`config.mk`:
```
export PLATFORM = sky130hd
export DESIGN_NAME = mem_port_arbiter
export DESIGN_NICKNAME = d
export VERILOG_FILES = /design/src/rtl/mem_arb_pkg.sv /design/src/rtl/rr_arbiter.sv /design/src/rtl/mem_port_arbiter.sv
export SDC_FILE = /design/constraint.sdc
export NUM_CORES = 1
export LEC_CHECK = 0
export ABC_CLOCK_PERIOD_IN_PS = 4100
export CAP_MARGIN = 10
export CORE_AREA = 2 2 113 115
export DETAILED_ROUTE_END_ITERATION = 6
export DIE_AREA = 0 0 115 117
export HOLD_SLACK_MARGIN = 0.1
export SYNTH_ARGS = -nofsm -noshare
export SYNTH_HDL_FRONTEND = slang
export SYNTH_HIERARCHICAL = 1
export SYNTH_SLANG_ARGS = --single-unit
```
`constraint.sdc`:
```
create_clock -name clk_i -period 4.1 [get_ports clk_i]
set_clock_uncertainty 0.05 [all_clocks]
set_input_delay 1.23 -clock clk_i [delete_from_list [all_inputs] [get_ports clk_i]]
set_output_delay 1.23 -clock clk_i [all_outputs]
set_load 0.005 [all_outputs]
```
`src/rtl/mem_arb_pkg.sv`:
```
// rtl/mem_arb_pkg.sv - shared types, constants and byte-swap helper for the memory port arbiter
package mem_arb_pkg;

  typedef enum logic {
    ARB_FIXED = 1'b0,
    ARB_RR    = 1'b1
  } arb_mode_e;

  localparam int MAX_PORTS  = 8;
  localparam int PORT_ID_W  = $clog2(MAX_PORTS);
  localparam int MAX_DATA_W = 128;

  // One entry of the read-response pipeline
  typedef struct packed {
    logic                 valid;
    logic [PORT_ID_W-1:0] port_id;
  } resp_tag_t;

  // Reverse the lowest nbytes bytes of d; bytes above nbytes come back as zero
  function automatic logic [MAX_DATA_W-1:0] byte_swap(input logic [MAX_DATA_W-1:0] d,
                                                      input int                    nbytes);
    logic [MAX_DATA_W-1:0] r;
    r = '0;
    for (int i = 0; i < MAX_DATA_W / 8; i++) begin
      if (i < nbytes) begin
        r = r | (((d >> ((nbytes - 1 - i) * 8)) & MAX_DATA_W'(8'hFF)) << (i * 8));
      end
    end
    return r;
  endfunction

endpackage

```
`src/rtl/rr_arbiter.sv`:
```
// rtl/rr_arbiter.sv - rotating-start one-hot arbiter; pointer 0 gives fixed priority
module rr_arbiter #(
  parameter int NUM_PORTS = 4,
  parameter int IDX_W     = $clog2(NUM_PORTS)
) (
  input  logic [NUM_PORTS-1:0] req_i,
  input  logic [IDX_W-1:0]     ptr_i,
  output logic [NUM_PORTS-1:0] gnt_o,
  output logic [IDX_W-1:0]     idx_o
);

  logic [NUM_PORTS-1:0] req_rot;
  logic [IDX_W:0]       pos;

  // Rotate so that the pointer position lands at bit 0 of req_rot
  assign req_rot = NUM_PORTS'({req_i, req_i} >> ptr_i);

  // Scan downwards so the closest requester after the pointer is the one left in pos
  always_comb begin
    pos   = '0;
    idx_o = '0;
    gnt_o = '0;
    for (int k = NUM_PORTS - 1; k >= 0; k--) begin
      if (req_rot[k]) begin
        pos = {1'b0, ptr_i} + (IDX_W + 1)'(k);
        if (pos >= (IDX_W + 1)'(NUM_PORTS)) begin
          pos = pos - (IDX_W + 1)'(NUM_PORTS);
        end
      end
    end
    idx_o = pos[IDX_W-1:0];
    if (|req_i) begin
      gnt_o = NUM_PORTS'(1) << idx_o;
    end
  end

endmodule

```
`src/rtl/mem_port_arbiter.sv`:
```
// rtl/mem_port_arbiter.sv - N-port arbiter in front of a fixed-latency single-ported memory
module mem_port_arbiter
  import mem_arb_pkg::*;
#(
  parameter int NUM_PORTS    = 4,
  parameter int DATA_W       = 16,
  parameter int ADDR_W       = 32,
  parameter int READ_LATENCY = 1,
  parameter int ARB_MODE     = 0,
  parameter int SWAP_BYTES   = 1
) (
  input  logic                        clk_i,
  input  logic                        rst_ni,
  input  logic [NUM_PORTS-1:0]        req_i,
  input  logic [NUM_PORTS-1:0]        we_i,
  input  logic [NUM_PORTS*ADDR_W-1:0] addr_i,
  input  logic [NUM_PORTS*DATA_W-1:0] wdata_i,
  output logic [NUM_PORTS-1:0]        gnt_o,
  output logic [NUM_PORTS-1:0]        rvalid_o,
  output logic [DATA_W-1:0]           rdata_o,
  output logic                        mem_req_o,
  output logic                        mem_we_o,
  output logic [ADDR_W-1:0]           mem_addr_o,
  output logic [DATA_W-1:0]           mem_wdata_o,
  input  logic [DATA_W-1:0]           mem_rdata_i
);

  localparam int IDX_W  = $clog2(NUM_PORTS);
  localparam int OFFS_W = $clog2(DATA_W / 8);

  logic [IDX_W-1:0]     ptr_q, ptr_d, arb_ptr, gnt_idx;
  logic [NUM_PORTS-1:0] gnt_raw;
  logic                 any_gnt;
  logic                 sel_we;
  logic [ADDR_W-1:0]    sel_addr;
  logic [DATA_W-1:0]    sel_wdata;
  resp_tag_t            tag_in;
  resp_tag_t            pipe_q [READ_LATENCY];

  // Fixed priority is the rotating arbiter with its start point pinned to port 0
  assign arb_ptr = (ARB_MODE == int'(ARB_RR)) ? ptr_q : '0;

  rr_arbiter #(
    .NUM_PORTS(NUM_PORTS)
  ) u_arb (
    .req_i(req_i),
    .ptr_i(arb_ptr),
    .gnt_o(gnt_raw),
    .idx_o(gnt_idx)
  );

  // Grants are suppressed while reset is held so the memory sees no access
  assign gnt_o   = rst_ni ? gnt_raw : '0;
  assign any_gnt = |gnt_o;

  // One-hot select of the granted port's command fields
  always_comb begin
    sel_we    = 1'b0;
    sel_addr  = '0;
    sel_wdata = '0;
    for (int k = 0; k < NUM_PORTS; k++) begin
      if (gnt_raw[k]) begin
        sel_we    = we_i[k];
        sel_addr  = addr_i[k*ADDR_W +: ADDR_W];
        sel_wdata = wdata_i[k*DATA_W +: DATA_W];
      end
    end
  end

  assign mem_req_o   = any_gnt;
  assign mem_we_o    = any_gnt & sel_we;
  assign mem_addr_o  = any_gnt ? (sel_addr >> OFFS_W) : '0;
  assign mem_wdata_o = mem_we_o ? sel_wdata : '0;

  // Next start point is the port just after the winner; idle cycles leave it alone
  always_comb begin
    ptr_d = ptr_q;
    if (any_gnt) begin
      ptr_d = (gnt_idx == IDX_W'(NUM_PORTS - 1)) ? '0 : gnt_idx + 1'b1;
    end
  end

  // Round-robin pointer register
  always_ff @(posedge clk_i or negedge rst_ni) begin
    if (!rst_ni) begin
      ptr_q <= '0;
    end else begin
      ptr_q <= ptr_d;
    end
  end

  // Tag entering the response pipeline: only granted reads produce a response
  always_comb begin
    tag_in         = '0;
    tag_in.valid   = mem_req_o & ~mem_we_o;
    tag_in.port_id = PORT_ID_W'(gnt_idx);
  end

  // Response shift register tracking which port each in-flight read belongs to
  always_ff @(posedge clk_i or negedge rst_ni) begin
    if (!rst_ni) begin
      for (int i = 0; i < READ_LATENCY; i++) begin
        pipe_q[i] <= '0;
      end
    end else begin
      pipe_q[0] <= tag_in;
      for (int i = 1; i < READ_LATENCY; i++) begin
        pipe_q[i] <= pipe_q[i-1];
      end
    end
  end

  assign rvalid_o = pipe_q[READ_LATENCY-1].valid ?
                    (NUM_PORTS'(1) << pipe_q[READ_LATENCY-1].port_id) : '0;

  generate
    if (SWAP_BYTES != 0) begin : g_swap
      assign rdata_o = DATA_W'(byte_swap(MAX_DATA_W'(mem_rdata_i), DATA_W / 8));
    end else begin : g_noswap
      assign rdata_o = mem_rdata_i;
    end
  endgenerate

endmodule

```
; Yosys cells after proc, flatten, opt, wreduce, memory -nomap -nowiden
; Index checks and enable logic that the tools add are counted.
[totals]
output_inout_bits = 74
register_bits = 3
wordCells = 31
[classes]
n_shift = 2
n_reduce_logical = 2
n_mux = 21
bitwise = 4
[op_table]
columns = cell, n
row1 = two-way mux 32 bit, 4
row2 = two-way mux 16 bit, 5
row3 = two-way mux 31 bit, 1
row4 = bitwise OR 8 x 16 -> 16 bit, 1
row5 = two-way mux 4 bit, 3
row6 = two-way mux 2 bit, 4
row7 = OR reduction 4 bit, 2
row8 = left shift 1 x 2 -> 4 bit (first input constant), 2
row9 = two-way mux 1 bit, 4
row10 = AND 1 bit, 2
row11 = NOT 1 bit, 1

; Depth between registers and ports, before layout
[logic_depth]
ltp_word = 13
mapped_depth = 10
mapped_depth_nobuf = 6

; By module
; Netlist, hierarchy kept.
[by_module_without_submodules]
columns = mod, cells_per_inst, instances, area_per_inst_um2
row1 = mem_port_arbiter, 366, 1, 2333.5
row2 = rr_arbiter, 30, 1, 178.9

; Worst setup path before layout
; Ideal clock, no wire load.
[synth_timing]
path_type = input-to-output
start = in req_i[0]
end = out mem_wdata_o[10]
t_arrival_ns = 2.545
slack_ns = 0.275
cell_stages = 8
cell_sequence = nand2b_4 a221oi_1 nor2b_1 buf_6 buf_6 clkbuf_1 a221o_1 a211oi_2
[synth_rtl]
columns = item, line_no
row1 = from (decl), mem_port_arbiter.sv:14  ; input logic [NUM_PORTS-1:0] req_i,
row2 = two-way mux 2 bit, rr_arbiter.sv:24  ; if (req_rot[k]) begin
row3 = left shift 1 x 2 -> 4 bit, rr_arbiter.sv:33  ; gnt_o = NUM_PORTS'(1) << idx_o;
row4 = two-way mux 4 bit (*), rr_arbiter.sv:32  ; if (|req_i) begin
row5 = net gnt_raw[2], mem_port_arbiter.sv:32  ; logic [NUM_PORTS-1:0] gnt_raw;
row6 = two-way mux 4 bit / two-way mux 1 bit (equally long branches), "mem_port_arbiter.sv:53, mem_port_arbiter.sv:62"
row7 = OR reduction 4 bit / two-way mux 1 bit (equally long branches), "mem_port_arbiter.sv:54, mem_port_arbiter.sv:62"
row8 = AND 1 bit, mem_port_arbiter.sv:71  ; assign mem_we_o = any_gnt & sel_we;
row9 = two-way mux 16 bit (*), mem_port_arbiter.sv:73  ; assign mem_wdata_o = mem_we_o ? sel_wdata : '0;
row10 = to (decl), mem_port_arbiter.sv:24  ; output logic [DATA_W-1:0] mem_wdata_o,
; The timed path passes the listed nets; every way through them passes the cells marked *.

; Final worst setup path
[layout_timing]
start = in req_i[1]
end = out mem_wdata_o[7]
[layout_rtl]
columns = item, line_no
row1 = two-way mux 2 bit (2 in series), rr_arbiter.sv:24
row2 = left shift 1 x 2 -> 4 bit, rr_arbiter.sv:33
row3 = two-way mux 4 bit (*), rr_arbiter.sv:32
row4 = net gnt_raw[2], mem_port_arbiter.sv:32
row5 = two-way mux 4 bit / two-way mux 1 bit (equally long branches), "mem_port_arbiter.sv:53, mem_port_arbiter.sv:62"
row6 = OR reduction 4 bit / two-way mux 1 bit (equally long branches), "mem_port_arbiter.sv:54, mem_port_arbiter.sv:62"
row7 = AND 1 bit, mem_port_arbiter.sv:71
row8 = two-way mux 16 bit (*), mem_port_arbiter.sv:73
; Marked as above.

==> run summary <==
max-slew violation count - 0
Peak VDD IR - 101 µV
number of warnings printed during yosys synthesis - 6
initial antenna violation count - 0
Core Area - 12,300 µm²
clock net sink count - 3
final design utilization - 49.8%
proportion of synthesized chip area in sequential cells - 2.99%
result of the run - finished with violations
simple-gate share of the synthesized area - 27.1%
Synth Area in Adders - 0%
max reg flops - 3
vias after detailed routing - 4,146
pin count of the biggest net entering global routing - 45
clock edge transition at the registers on the reported setup and hold paths - 30 ps
area share of the largest cell type after synthesis - 18.7%
die extent in y - 117 µm
remaining number of nets flagged by the antenna check after routing - 0
dominant cell type by area after synthesis - sky130_fd_sc_hd__a221o_1
CTS tree - built
number of antenna diodes - 0
detailed-route DRC error count - 0
fraction of the mapped netlist area in compound gates - 45.6%
final critical-path setup slack - -149 ps
Lkg Pwr - 2.52 nW
area share of xor/xnor cells in the synthesized design - 0%
failing checks - setup timing
routed wirelength normalized by instance count - 17.4 µm
global-route usage over all layers - 19.9%
start-to-end type of the worst setup path - input port to output port
vias in the first global route - 4,255
first-pass iteration count of the detailed router - 6
vias per cell - 4.97
Fin Setup TNS - -4650 ps
number of buffers inserted for hold repair after clock tree synthesis - 0
registers with the most flip-flops - pipe_q: 3 flops
DRT iter0 DRCs - 155
post-detailed-placement cell area - 5280 µm²
most repeated cell in the gate-level netlist after synthesis - sky130_fd_sc_hd__a21oi_1
async set-reset flop share out of synthesis - 100%
arrival time worst endpoint - 2970 ps
io pins - 292
die extent in x - 115 µm
HPWL reported at the end of detailed placement - 9570 µm
Clk Tree Root Cell - sky130_fd_sc_hd__clkbuf_16
Most used DFF post-synth - sky130_fd_sc_hd__dfrtp_1
Routability Congestion - 0.854
fraction of final layout cells with drive strength greater than 1 - 31.0%
number of levels in the clock H-tree - 1
die area - 13,500 µm²
upper clock frequency limit - 235 MHz
Fin. Hold Viols - 0
Distinct cells, synth - 30
Final setup violation count - 46
worst hold path type - input port to asynchronous set/reset pin
flip-flop and latch count after synthesis - 3
critical path launch point type - input port
top cells by area, synth - sky130_fd_sc_hd__a221o_1, sky130_fd_sc_hd__a21oi_1, sky130_fd_sc_hd__nand3b_1, sky130_fd_sc_hd__buf_4, sky130_fd_sc_hd__inv_1
number of cells produced by synthesis - 396
final critical-path required period - 4250 ps
share of synthesized area spent on multiplexers - 0%
max-capacitance violation count - 0
effective utilization at floorplan - 20.4%
dominant combinational cell family by area after synthesis - compound AO/OA/AOI/OAI gates
cell area after layout - 6130 µm²
kind of end point of the critical path - output port
data required time of the critical path - 2820 ps
worst-case clock buffer depth - 2
post-route fraction of the period consumed by the critical path - 104%
Post-Synthesis Cell Area - 2510 µm²
unrepaired setup endpoints after global routing - true
Pwr Density - 157 nW/µm²
wire length of the first global-routing pass - 21,500 µm
final wirelength - 14,500 µm
count of nets after finishing - 903
row count - 41
number of clock buffers inserted by TritonCTS - 3
grt ovf - 0
commonest cells in the synthesized netlist - sky130_fd_sc_hd__a21oi_1, sky130_fd_sc_hd__inv_1, sky130_fd_sc_hd__nand2_1
mean post-synth cell area - 6.34 µm²
count of flip-flops with a built-in enable after synthesis - 0
register name with the most flops - pipe_q
largest driver fanout on the critical path - 6
Synth-to-Final Area Change - 144%
IO buf count - 254
==> kinds of logic (layout without fill, tap and decap cells) <==
group                  after synthesis  after routing
other                                1              8
AND/OR/NAND/NOR                    120            120
AO/OA/AOI/OAI                      156            156
flip-flops                           3              3
buffers and inverters              116            397
==> placed cells by master (no fill, tap or decap), types with 4 or more instances in the layout <==
cell	netlist	layout
sky130_fd_sc_hd__clkdlybuf4s50_1	0	199
sky130_fd_sc_hd__inv_1	52	49
sky130_fd_sc_hd__nand2_1	49	49
sky130_fd_sc_hd__buf_2	14	49
sky130_fd_sc_hd__nand3b_1	48	48
sky130_fd_sc_hd__a221o_1	47	47
sky130_fd_sc_hd__a21oi_1	83	44
sky130_fd_sc_hd__buf_4	27	39
sky130_fd_sc_hd__a21oi_2	1	38
sky130_fd_sc_hd__buf_12	0	21
sky130_fd_sc_hd__buf_6	7	18
sky130_fd_sc_hd__a211oi_2	11	17
sky130_fd_sc_hd__conb_1	1	8
sky130_fd_sc_hd__buf_16	0	6
sky130_fd_sc_hd__and2_1	5	5
sky130_fd_sc_hd__inv_2	1	4
sky130_fd_sc_hd__nor2_1	6	4
==> metal layers <==
layer,GRT usage (%),part of all wire (%)
met5,0,0
met4,6.02,2.5
met3,3.24,6.7
met2,37.8,51
met1,23.0,40
==> layout make-up <==
type | count | area [µm²]
Tap cell | 150 | 188
Clock buffer | 4 | 78.8
Fill cell | 1200 | 6190
Multi-Input combinational cell | 284 | 2130
Sequential cell | 3 | 75.1
Timing Repair Buffer | 340 | 3450
Inverter | 53 | 199
==> through the flow <==
stage | std cells | power (mW) | worst slack (ps) | hold WS (ps)
6_report | 834 | 0.959 | -149 | 1320
5_1_grt | 834 | 1.01 | -220 | 1340
4_1_cts | 831 | 0.943 | -118 | 1310
3_5_place_dp | 780 | 0.637 | -1110 | 1560
3_3_place_gp | 780 | 0.630 | -1050 | 1560
2_1_floorplan | 403 | 0.301 | 275 | 884
==> worst max path at each step <==
stage	slack, ps	cells past startpoint	from	endpoint
2_1_floorplan	270	8	req_i[0]	mem_wdata_o[10]
3_3_place_gp	-1050	10	req_i[0]	mem_addr_o[20]
3_5_place_dp	-1110	10	req_i[0]	mem_addr_o[22]
4_1_cts	-120	12	req_i[0]	mem_addr_o[19]
5_1_grt	-220	11	req_i[1]	mem_wdata_o[14]
6_report	-150	11	req_i[1]	mem_wdata_o[7]
==> critical path, stage by stage <==
cell and delay, ps:
sky130_fd_sc_hd__buf_12 110, sky130_fd_sc_hd__nor3_4 210, sky130_fd_sc_hd__a221oi_4 60, sky130_fd_sc_hd__nor2b_4 240, sky130_fd_sc_hd__buf_4 170, sky130_fd_sc_hd__buf_12 110
sky130_fd_sc_hd__buf_12 110, sky130_fd_sc_hd__a21oi_1 40, sky130_fd_sc_hd__a221o_1 320, sky130_fd_sc_hd__a211oi_2 210, sky130_fd_sc_hd__buf_2 150
==> timing repair <==
item                                    4_1_cts  5_1_grt
endpoints found under the hold margin         0        0
resized for setup                           298       24
endpoints found under the setup margin       53       49
pin swaps                                    48       17
buffers inserted                             39        8
gates cloned                                 10        0
==> power by group <==
group	switching [mW]	internal, mW	total, mW
registers	0.00319	0.0327	0.0359
clock network	0.0272	0.128	0.156
logic	0.298	0.469	0.767
(Power assumes the default switching activity.)
